## config.mk

```make
export PLATFORM = sky130hd
export DESIGN_NAME = elevator_call_latch
export DESIGN_NICKNAME = d
export VERILOG_FILES = /design/src/rtl/elevator_call_latch.sv
export SDC_FILE = /design/constraint.sdc
export NUM_CORES = 1
export LEC_CHECK = 0
export BUFFER_PORTS_ARGS = -buffer_cell sky130_fd_sc_hd__buf_2
export CAP_MARGIN = 20
export CORE_MARGIN = 2
export CORE_UTILIZATION = 45
export CTS_CLUSTER_DIAMETER = 30
export DETAILED_ROUTE_END_ITERATION = 8
export PLACE_DENSITY_LB_ADDON = 0.12
export SETUP_SLACK_MARGIN = 0.2
export SLEW_MARGIN = 20
export SYNTH_ARGS = -nofsm -noshare
export SYNTH_HDL_FRONTEND = slang
export SYNTH_SLANG_ARGS = --single-unit
export TNS_END_PERCENT = 1
```

## constraint.sdc

```tcl
create_clock -name clk -period 3 [get_ports clk]
set_input_delay 0.6 -clock clk [delete_from_list [all_inputs] [get_ports clk]]
set_output_delay 0.6 -clock clk [all_outputs]
set_load 0.05 [all_outputs]
```

## src/rtl/elevator_call_latch.sv

```systemverilog
// elevator_call_latch
// Front end for the elevator controller. Raw floor-call buttons are synchronized,
// debounced and latched as sticky pending calls that drive the controller's
// ra..rd request inputs. When the car reaches a floor that has a pending call,
// the call is cleared and the door is held open for a fixed dwell.

module elevator_call_latch #(
    parameter int DEB_CYCLES   = 4,
    parameter int DWELL_CYCLES = 8
) (
    input  logic       clk,
    input  logic       rst,
    input  logic [3:0] btn,
    input  logic [1:0] floor,
    output logic       ra,
    output logic       rb,
    output logic       rc,
    output logic       rd,
    output logic [3:0] pending,
    output logic       door_open
);

    localparam int CW = $clog2(DEB_CYCLES + 1);
    localparam int DW = $clog2(DWELL_CYCLES + 1);

    localparam logic [CW-1:0] DEB_MAX    = CW'(DEB_CYCLES);
    localparam logic [CW-1:0] DEB_LAST   = CW'(DEB_CYCLES - 1);
    localparam logic [DW-1:0] DWELL_LOAD = DW'(DWELL_CYCLES - 1);

    typedef enum logic {
        IDLE  = 1'b0,
        DWELL = 1'b1
    } state_t;

    state_t        state;
    state_t        state_nxt;

    logic [3:0]    s1;
    logic [3:0]    s2;
    logic [CW-1:0] cnt [4];
    logic [3:0]    press;

    logic [DW-1:0] dwell_cnt;
    logic [DW-1:0] dwell_cnt_nxt;
    logic [1:0]    dwell_floor;
    logic [1:0]    dwell_floor_nxt;
    logic [3:0]    pending_nxt;
    logic          door_open_nxt;
    logic [3:0]    floor_mask;

    assign floor_mask = 4'b0001 << floor;

    // Two-flop synchronizer for the asynchronous button inputs.
    always_ff @(posedge clk or negedge rst) begin
        if (!rst) begin
            s1 <= 4'b0000;
            s2 <= 4'b0000;
        end else begin
            s1 <= btn;
            s2 <= s1;
        end
    end

    // Saturating debounce counters; any low cycle restarts the count.
    always_ff @(posedge clk or negedge rst) begin
        if (!rst) begin
            for (int i = 0; i < 4; i++) begin
                cnt[i] <= '0;
            end
        end else begin
            for (int i = 0; i < 4; i++) begin
                if (!s2[i]) begin
                    cnt[i] <= '0;
                end else if (cnt[i] < DEB_MAX) begin
                    cnt[i] <= cnt[i] + CW'(1);
                end
            end
        end
    end

    // A press is the single edge on which a counter reaches DEB_CYCLES.
    always_comb begin
        press = 4'b0000;
        for (int i = 0; i < 4; i++) begin
            press[i] = s2[i] && (cnt[i] == DEB_LAST);
        end
    end

    // Service FSM next-state: latch presses, serve the current floor, time the dwell.
    always_comb begin
        state_nxt       = state;
        dwell_cnt_nxt   = dwell_cnt;
        dwell_floor_nxt = dwell_floor;
        door_open_nxt   = door_open;
        pending_nxt     = pending | press;
        case (state)
            IDLE: begin
                door_open_nxt = 1'b0;
                if (pending[floor]) begin
                    state_nxt       = DWELL;
                    pending_nxt     = (pending | press) & ~floor_mask;
                    dwell_cnt_nxt   = DWELL_LOAD;
                    dwell_floor_nxt = floor;
                    door_open_nxt   = 1'b1;
                end
            end
            DWELL: begin
                pending_nxt   = pending | (press & ~floor_mask);
                door_open_nxt = 1'b1;
                if (floor != dwell_floor) begin
                    state_nxt     = IDLE;
                    door_open_nxt = 1'b0;
                    dwell_cnt_nxt = '0;
                end else if (dwell_cnt == '0) begin
                    state_nxt     = IDLE;
                    door_open_nxt = 1'b0;
                end else begin
                    dwell_cnt_nxt = dwell_cnt - DW'(1);
                end
            end
            default: begin
                state_nxt     = IDLE;
                door_open_nxt = 1'b0;
            end
        endcase
    end

    // Service FSM state, dwell timer, pending calls and door flag registers.
    always_ff @(posedge clk or negedge rst) begin
        if (!rst) begin
            state       <= IDLE;
            dwell_cnt   <= '0;
            dwell_floor <= 2'b00;
            pending     <= 4'b0000;
            door_open   <= 1'b0;
        end else begin
            state       <= state_nxt;
            dwell_cnt   <= dwell_cnt_nxt;
            dwell_floor <= dwell_floor_nxt;
            pending     <= pending_nxt;
            door_open   <= door_open_nxt;
        end
    end

    assign ra = pending[0] & ~door_open;
    assign rb = pending[1] & ~door_open;
    assign rc = pending[2] & ~door_open;
    assign rd = pending[3] & ~door_open;

endmodule

```

==> flow_summary.json, run 1 <==
{
  "post_cts_buffers": 0,
  "async_flop_share": 1.00,
  "max-cap-violations": 0,
  "grt_pass1_wl_um": 4100,
  "vias_per_cell": 5.00,
  "detail-route-antenna-nets": 0,
  "tightest_slew_ns": 0.674,
  "powerDensity_nw_per_um2": 1030,
  "finalCritPeriodShare": 0.676,
  "rsz0062_at_grt": "no",
  "final_nets": 160,
  "ys_ff_latch": 31,
  "cts_hold_buffers": 0,
  "dieArea_um2": 3720,
  "cp_max_fo": 17,
  "fillers": 287,
  "routed_wl_um": 2270,
  "num_rows": 20,
  "cts_max_path_buffers": 2,
  "slew_violations": 0,
  "grt.total_usage": 0.156,
  "start_util": 0.475,
  "p_clk_frac": 0.160,
  "ctsResizeCount": 0,
  "worstPathArrival_ns": 1.43,
  "worst_setup_path_end_kind": "output pin",
  "hold_viol_final": 0,
  "first_iter_violations": 39,
  "grt_max_degree": 32,
  "multi_input_area_um2": 616,
  "fmax_mhz": 493,
  "netlist_instances": 123,
  "numCtsBuffers": 5,
  "area_growth_pct": 11.7,
  "worst_slack_ns": 0.973,
  "r2r_setup_slack_ns": 1.42,
  "status": "finished clean",
  "ir_worst_vdd_mv": 0.611,
  "synthFlopType": "dfrtp_1",
  "clock_latency_ns": 0.32,
  "ios": 17,
  "n_antenna_cell": 0,
  "p_comb_frac": 0.426,
  "drc": 0,
  "htreeDepth": 2,
  "synth_top_area_frac": 0.531,
  "p_sw_w": 0.000706,
  "min_period_ns": 2.03,
  "gp_congestion": 0.711,
  "yosysTopAreaCell": "dfrtp_1",
  "required_ns": 2.40,
  "post-place-ws_ns": 1.12,
  "sw_frac_of_total": 0.418,
  "synthesis.area_um2": 1460,
  "drive_gt1_frac": 0.196,
  "core_um2": 3080,
  "clk_pin_slew_ns": 0.09,
  "p_leak_nw": 0.774,
  "die_h_um": 61.0,
  "synth_commonest_cells": "dfrtp_1, ha_1, inv_1, nor2b_1",
  "finalClockSkew_ns": 0.00989,
  "setup_tns_ns": 0,
  "ys_types": 33,
  "ys_seq_area_frac": 0.531,
  "die_w_um": 61.0,
  "num_vias": 935,
  "yosysWarnings": 0,
  "hpwl_um": 1650,
  "synth.most_common_cell": "dfrtp_1",
  "grt-ovfl-total": 0,
  "routedWlPerCell_um": 12.1,
  "grt_pass1_vias": 926,
  "internal_power_w": 0.000983,
  "cts_num_sinks": 31,
  "final-setup-viol-count": 0,
  "antenna_found_initial": 0,
  "postSynthAreaPerCell_um2": 11.9,
  "synth_area_leaders": "dfrtp_1, ha_1, mux2i_1",
  "cts_tree": "done",
  "startpoint_type": "flip-flop",
  "synth-edff-count": 0,
  "final_util": 0.530,
  "seq_power_share": 0.414,
  "hp-class": "in -> async",
  "portBuffers": 16,
  "cts_root_buf": "clkbuf_4",
  "worstSetupPathType": "reg -> out",
  "regArea_um2": 776,
  "drt_pass1_iterations": 6,
  "syn-num-nets": 141,
  "slew_headroom": 0.551
}
worst paths after layout:
path | from | endpoint | cells after the start
min reg2reg | s1[3]$_DFF_PN0_ | s2[3]$_DFF_PN0_ | 0
max in group asynchronous | rst | dwell_floor[0]$_DFFE_PN0P_ | 1
min | rst | cnt[1]$_DFFE_PN0P_ | 1
max reg2reg | dwell_cnt[0]$_DFFE_PN0P_ | dwell_cnt[1]$_DFFE_PN0P_ | 5
min in group clk | s1[3]$_DFF_PN0_ | s2[3]$_DFF_PN0_ | 0
max | state$_DFF_PN0_ | rb | 2
critical path: stages (launching register included):
cell and delay [ns]:
dfrtp_1 0.58, nor2b_1 0.23, buf_2 0.29
cells in the final DEF, fill, tap and decap left out, types with 5 or more instances in the layout:
cell	count
dfrtp_1	31
nand2_1	5
mux2i_1	6
clkbuf_4	5
nor2b_1	9
xnor2_1	6
a21oi_1	5
buf_2	16
ha_1	10
inv_1	10
flip-flops by register name, summed over array words and instances (netlist names):
signal / flops
cnt: 12
dwell_cnt: 4
pending: 4
s1: 4
s2: 4
dwell_floor: 2
state: 1
area by class of cell:
class	count	share of cell area
repair buffers	16	0.0490
well taps	44	0.0337
inverters	10	0.0230
clock buffers	8	0.0421
multi-input cells	78	0.377
flip-flops and latches	31	0.475
power by group through the flow:
stage                     clock [W]  combinational (W)  sequential, W
final                      0.000270           0.000720       0.000699
after global routing       0.000301           0.000817       0.000727
after CTS                  0.000282           0.000729       0.000702
after detailed placement          0           0.000728       0.000710
after global placement            0           0.000705       0.000703
after floorplan                   0           0.000510       0.000762
per-stage QoR:
step                hold WS [ns]  cell area [µm²]  total power, W  std cells
global placement           0.335             1560         0.00141        179
finish                     0.305             1630         0.00169        187
CTS                        0.318             1630         0.00171        187
global route               0.346             1630         0.00185        187
detailed placement         0.336             1560         0.00144        179
floorplan                  0.304             1460         0.00127        123
routing by layer:
metal  GRT usage  vias to the layer above  wire length [µm]
met4      0.0652                        0                42
met3      0.0576                        6               112
met5           0                        -                 0
li1            -                      460                 -
met1       0.215                      448              1140
met2       0.223                       21               967
kinds of logic after synthesis:
| logic type | after synthesis | synth area share |
|---|---|---|
| muxes | 9 | 0.0745 |
| and+or+nand+nor | 27 | 0.104 |
| AOI/OAI and AO/OA | 24 | 0.109 |
| xor gates and xnor gates | 8 | 0.0479 |
| adders and majority gates | 10 | 0.0856 |
| buffers and inverters | 14 | 0.0479 |
| DFF | 31 | 0.531 |
Note: power is estimated with default switching activity, not from simulation.
==> run 2: changes to the inputs <==
--- a/config.mk
+++ b/config.mk
@@ -5,6 +5,7 @@
 export SDC_FILE = /design/constraint.sdc
 export NUM_CORES = 1
 export LEC_CHECK = 0
+export ABC_AREA = 1
 export BUFFER_PORTS_ARGS = -buffer_cell sky130_fd_sc_hd__buf_2
 export CAP_MARGIN = 20
 export CORE_MARGIN = 2
==> constraint.sdc (replaced) <==
create_clock -name clk -period 1.82 [get_ports clk]
set_input_delay 0.364 -clock clk [delete_from_list [all_inputs] [get_ports clk]]
set_output_delay 0.364 -clock clk [all_outputs]
set_load 0.05 [all_outputs]
==> run 2 against run 1 <==
- via count grew 19%
- combinational power grew 96%
- synthesized cell count grew 27%
- area after synthesis shrank 0.68%
- non-clock buffer count grew 3
- die area shrank 0.64%
- core utilization grew 2.4 points
- clock skew shrank 0.0047 ns
- clock power grew 66%
- highest routed layer unchanged
==> flow_summary.json, run 2 <==
{
  "status": "finished clean",
  "synth-simple-area-share": 0.202,
  "synth_top_family_by_area": "simple AND/OR/NAND/NOR gates",
  "synth_top_area_frac": 0.534,
  "p_comb_frac": 0.472,
  "p_leak_nw": 0.885,
  "max-cap-violations": 0,
  "internal_power_w": 0.00160,
  "final_nets": 199,
  "r2r-end": "dwell_cnt[3]$_DFFE_PN0P_",
  "worst_setup_path_end_kind": "output pin",
  "postSynthAreaPerCell_um2": 9.30,
  "rsz0062_at_grt": "no",
  "dieArea_um2": 3700,
  "min_period_ns": 1.54,
  "num_rows": 20,
  "final_cell_mix": "dfrtp_1, nand2_1, inv_1",
  "powerDensity_nw_per_um2": 1760,
  "worstPathArrival_ns": 1.17,
  "drc": 0,
  "cp_max_fo": 7,
  "routedWlPerCell_um": 11.5,
  "drt_pass1_iterations": 4,
  "portBuffers": 16,
  "grt_pass1_vias": 1085,
  "hpwl_um": 1830,
  "synthAdderAreaFrac": 0.0862,
  "yosysWarnings": 0,
  "seq_power_share": 0.377,
  "synth-compound-area-share": 0.112,
  "grt_pass1_wl_um": 4550,
  "ir_worst_vdd_mv": 0.858,
  "crit_start": "state$_DFF_PN0_",
  "num_vias": 1108,
  "synth_xor_area_frac": 0.00603,
  "core_um2": 3050,
  "place_area_um2": 1590,
  "numCtsBuffers": 5,
  "cts_tree": "done",
  "slew_violations": 0,
  "finalCritPeriodShare": 0.845,
  "grt_max_degree": 32,
  "final-setup-viol-count": 0,
  "r2r_setup_slack_ns": 0.37,
  "setup_tns_ns": 0,
  "final_common_cell": "dfrtp_1",
  "synthMuxAreaShare": 0,
  "ys_types": 21,
  "gp_congestion": 0.846,
  "p_sw_w": 0.00137,
  "reg2reg_from": "dwell_cnt[0]$_DFFE_PN0P_",
  "synth_area_leaders": "dfrtp_1, ha_1, nand2_1",
  "tightest_slew_ns": 0.696,
  "async_flop_share": 1.00,
  "clock_latency_ns": 0.32,
  "top_usage_layer": "met2",
  "gr-usage-met2": 0.292,
  "cts_max_path_buffers": 2,
  "p_clk_frac": 0.150,
  "hp-class": "in -> async",
  "start_util": 0.475,
  "detail-route-antenna-nets": 0,
  "clk_pin_slew_ns": 0.09,
  "synth_commonest_cells": "dfrtp_1, nand2_1, inv_1, nor2_1, a21oi_1",
  "r2r_cells": 7,
  "grt.total_usage": 0.171,
  "cts_root_buf": "clkbuf_4",
  "synthFlopType": "dfrtp_1",
  "startpoint_type": "flip-flop",
  "die_h_um": 60.8,
  "n_antenna_cell": 0,
  "met1_usage": 0.193,
  "vias_per_cell": 4.90,
  "worstSetupPathType": "reg -> out",
  "ios": 17,
  "synth.most_common_cell": "dfrtp_1",
  "fillers": 293,
  "yosysTopAreaCell": "dfrtp_1",
  "syn-num-nets": 174,
  "fmax_mhz": 650,
  "synthesis.area_um2": 1450,
  "grt-ovfl-total": 0,
  "top_register": "cnt",
  "cts_num_sinks": 31,
  "ys_seq_area_frac": 0.534,
  "drive_gt1_frac": 0.225,
  "netlist_instances": 156,
  "largest_reg_flops": 12,
  "use_met3": 0.0640,
  "routed_wl_um": 2600,
  "area_growth_pct": 16.6,
  "required_ns": 1.46,
  "first_iter_violations": 34,
  "synth-edff-count": 0,
  "finalInstanceArea_um2": 1690,
  "htreeDepth": 2,
  "hold_viol_final": 0,
  "die_w_um": 60.8,
  "sw_frac_of_total": 0.461,
  "antenna_found_initial": 0,
  "slew_headroom": 0.536,
  "finalClockSkew_ns": 0.00519,
  "ys_ff_latch": 31
}
## run 2: worst max-delay path by stage
stage	cells after the start	end	slack, ns
after floorplan	2	ra	0.10
after global routing	8	dwell_cnt[3]$_DFFE_PN0P_	0.22
final	2	rb	0.28
after CTS	2	rb	0.17
after detailed placement	7	dwell_cnt[3]$_DFFE_PN0P_	0.39
after global placement	2	rb	0.46
## run 2: logic make-up after synthesis
group,count (synthesis)
AOI/OAI and AO/OA,29
xor gates and xnor gates,1
adders and majority gates,10
buffers and inverters,23
DFF,31
and+or+nand+nor,62
## run 2: final cells by class
class	count	area [µm²]	share of cell area
Multi-Input combinational cell	102	599	0.354
Clock buffer	8	68.8	0.0407
Tap cell	44	55.1	0.0325
Sequential cell	31	777	0.459
Timing Repair Buffer	19	110	0.0650
Inverter	22	82.6	0.0488
## run 2: repair_timing
action	in CTS	in global routing
buffers inserted	0	3
resized for setup	1	4
hold buffers	0	0
pin swaps	0	0
endpoints found under the setup margin	5	5
## run 2: worst max-delay path, stage by stage (launching register included)
cell	delay (ns)
dfrtp_2	0.49
nor2_2	0.13
clkbuf_4	0.23
## run 2: power by group through the flow
stage	logic (W)	registers, W	clock network, W
2_1_floorplan	0.000898	0.00127	0
3_3_place_gp	0.00129	0.00114	0
3_5_place_dp	0.00133	0.00116	0
4_1_cts	0.00134	0.00115	0.000469
5_1_grt	0.00159	0.00116	0.000494
6_report	0.00141	0.00112	0.000448
## run 2: metal layers
metal	vias to the layer above	routed length [µm]
met5	-	0
met4	0	38
met3	6	132
met2	23	1300
met1	522	1120
li1	557	-
## run 2: metrics by stage
stage               utilization  hold slack [ns]  instances  power, W  setup slack [ns]
floorplan                     -           0.0684        156   0.00217             0.102
global placement          0.522            0.334        215   0.00243             0.458
detailed placement        0.522            0.336        215   0.00249             0.388
CTS                       0.545           0.0923        223   0.00295             0.166
global route              0.555            0.114        226   0.00324             0.220
finish                    0.555           0.0737        226   0.00298             0.282
==> run 3: changes to the inputs <==
--- a/config.mk
+++ b/config.mk
@@ -5,7 +5,7 @@
 export SDC_FILE = /design/constraint.sdc
 export NUM_CORES = 1
 export LEC_CHECK = 0
-export ABC_AREA = 1
+export ABC_AREA = 0
 export BUFFER_PORTS_ARGS = -buffer_cell sky130_fd_sc_hd__buf_2
 export CAP_MARGIN = 20
 export CORE_MARGIN = 2
==> constraint.sdc (replaced) <==
create_clock -name clk -period 1.5 [get_ports clk]
set_input_delay 0.3 -clock clk [delete_from_list [all_inputs] [get_ports clk]]
set_output_delay 0.3 -clock clk [all_outputs]
set_load 0.05 [all_outputs]
==> run 3 against run 2 <==
- the run now ends with setup timing left
- count of clock-buffer cells in the layout is the same
- register-to-register slack lost 0.36 ns
- worst setup slack lost 0.29 ns
- sequential power grew 24%
- power grew 29%
- die area grew 0.64%
- worst hold slack gained 0.0040 ns
- clock power grew 20%
- non-clock buffer count grew 10
- via count shrank 12%
- core utilization grew 4.4 points
- critical path depth is the same
- largest power group unchanged
==> flow_summary.json, run 3 (synthesized netlist as in run 1, its figures left out) <==
{
  "post-place-ws_ns": 0.0287,
  "cts_max_path_buffers": 2,
  "drc": 0,
  "finalClockSkew_ns": 0.00485,
  "holdWs_ns": 0.0777,
  "p_clk_frac": 0.140,
  "min_period_ns": 1.50,
  "finalPower_w": 0.00384,
  "num_vias": 978,
  "ios": 17,
  "grt.total_usage": 0.171,
  "p_leak_nw": 0.855,
  "gp_congestion": 0.725,
  "tightest_slew_ns": 0.396,
  "grt_pass1_vias": 1034,
  "die_w_um": 61.0,
  "drt_pass1_iterations": 4,
  "worstPathCellList": "nor2b_4, buf_8",
  "rsz0062_at_grt": "yes",
  "hp-class": "in -> reg",
  "ir_worst_vdd_mv": 0.928,
  "final_cells": 200,
  "clk_pin_slew_ns": 0.09,
  "detail-route-antenna-nets": 0,
  "cp_max_fo": 6,
  "grt-ovfl-total": 0,
  "routed_wl_um": 2600,
  "die_h_um": 61.0,
  "final_nets": 173,
  "violations": "setup timing",
  "grt_max_degree": 19,
  "antenna_found_initial": 0,
  "fmax_mhz": 665,
  "vias_per_cell": 4.89,
  "htreeDepth": 2,
  "dieArea_um2": 3720,
  "slew_violations": 0,
  "hold_viol_final": 0,
  "cts_num_sinks": 31,
  "worstPathArrival_ns": 1.20,
  "powerDensity_nw_per_um2": 2080,
  "path_buf_inv": 1,
  "final_util": 0.599,
  "max-cap-violations": 0,
  "seq_power_share": 0.361,
  "worst_slack_ns": -0.00416,
  "area_growth_pct": 26.1,
  "p_comb_frac": 0.499,
  "largest_reg_flops": 12,
  "cpPeakStageDelay_ns": 0.56,
  "start_util": 0.475,
  "slew_headroom": 0.736,
  "clock_latency_ns": 0.32,
  "path_delay_family": "flip-flops",
  "numCtsBuffers": 5,
  "status": "finished, violations left",
  "p_sw_w": 0.00152,
  "cts_root_buf": "clkbuf_4",
  "critPathSlowestCell": "dfrtp_4",
  "top_register": "cnt",
  "dp_cells": 189,
  "final_cell_mix": "dfrtp_1, buf_4, inv_1, ha_1, buf_2",
  "finalCritPeriodShare": 1.00,
  "n_antenna_cell": 0,
  "routedWlPerCell_um": 13.0,
  "internal_power_w": 0.00232,
  "worstSetupPathType": "reg -> out",
  "required_ns": 1.20,
  "core_um2": 3080,
  "portBuffers": 16,
  "grt_pass1_wl_um": 4500,
  "first_iter_violations": 10,
  "worst_setup_path_end_kind": "output pin",
  "startpoint_type": "flip-flop",
  "num_rows": 20,
  "fillers": 257,
  "sw_frac_of_total": 0.396,
  "final_common_cell": "dfrtp_1",
  "cts_tree": "done",
  "drive_gt1_frac": 0.327,
  "hpwl_um": 1860,
  "final-setup-viol-count": 1
}
run 3: cell types whose count changed in the layout (fill, tap and decap cells not counted), moves of 6 or more:
| cell | delta |
|---|---|
| a21oi_1 | -7 |
| buf_4 | +8 |
| inv_1 | -11 |
| mux2i_1 | +6 |
| nand2_1 | -24 |
| nand3_1 | -10 |
| nor2_1 | -6 |
| xnor2_1 | +6 |
run 3: final cells by class:
| class | instances | area (µm²) | share of cell area |
|---|---|---|---|
| Clock buffer | 8 | 68.8 | 0.0373 |
| Inverter | 10 | 37.5 | 0.0204 |
| Multi-Input combinational cell | 78 | 651 | 0.353 |
| Sequential cell | 31 | 785 | 0.426 |
| Tap cell | 44 | 55.1 | 0.0299 |
| Timing Repair Buffer | 29 | 246 | 0.134 |
run 3: power by group through the flow:
stage / Clock (W) / Sequential, W / Combinational, W
global route: 0.000595 / 0.00143 / 0.00210
detailed placement: 0 / 0.00141 / 0.00165
floorplan: 0 / 0.00154 / 0.00106
CTS: 0.000566 / 0.00138 / 0.00191
global placement: 0 / 0.00140 / 0.00159
finish: 0.000537 / 0.00139 / 0.00192
run 3: metal layers:
metal | wire [µm] | GRT usage | share of wire | vias to the layer above
met1 | 1170 | 0.209 | 0.45 | 467
met3 | 99 | 0.0576 | 0.038 | 5
met5 | 0 | 0 | 0 | -
li1 | - | - | - | 490
met4 | 42 | 0.0745 | 0.016 | 0
met2 | 1290 | 0.276 | 0.49 | 16
run 3: metrics by stage:
| step | setup TNS [ns] | instance area, µm² |
|---|---|---|
| after global routing | -0.276 | 1840 |
| after detailed placement | 0 | 1670 |
| final | -0.00416 | 1840 |
| after global placement | 0 | 1670 |
| after floorplan | -0.0656 | 1490 |
| after CTS | -0.0451 | 1830 |
run 3: timing repair:
| action | 4_1_cts | 5_1_grt |
|---|---|---|
| hold buffers | 1 | 0 |
| setup endpoints to repair | 14 | 16 |
| gates resized for setup | 23 | 4 |
| buffers inserted | 2 | 0 |
| endpoints found under the hold margin | 16 | 0 |
run 3: worst reg2reg max path, delay by kind of cell (launching register included):
| family | cells | cell delay (ns) |
|---|---|---|
| multiplexers | 1 | 0.29 |
| buffers and inverters | 3 | 0.47 |
| AND/OR/NAND/NOR | 1 | 0.07 |
| flip-flops | 1 | 0.56 |
run 3: path summary, 6_finish.rpt:
check | startpoint | end | slack, ns | cells past startpoint
worst max-delay path | state$_DFF_PN0_ | rb | -0.004 | 2
worst min-delay path | btn[0] | s1[0]$_DFF_PN0_ | 0.08 | 1
worst max register to register | state$_DFF_PN0_ | dwell_floor[1]$_DFFE_PN0P_ | 0.01 | 5
worst min register to register | s1[3]$_DFF_PN0_ | s2[3]$_DFF_PN0_ | 0.36 | 0
max in group asynchronous | rst | cnt[7]$_DFFE_PN0P_ | 0.60 | 3
min in group asynchronous | rst | dwell_cnt[0]$_DFFE_PN0P_ | 0.42 | 2
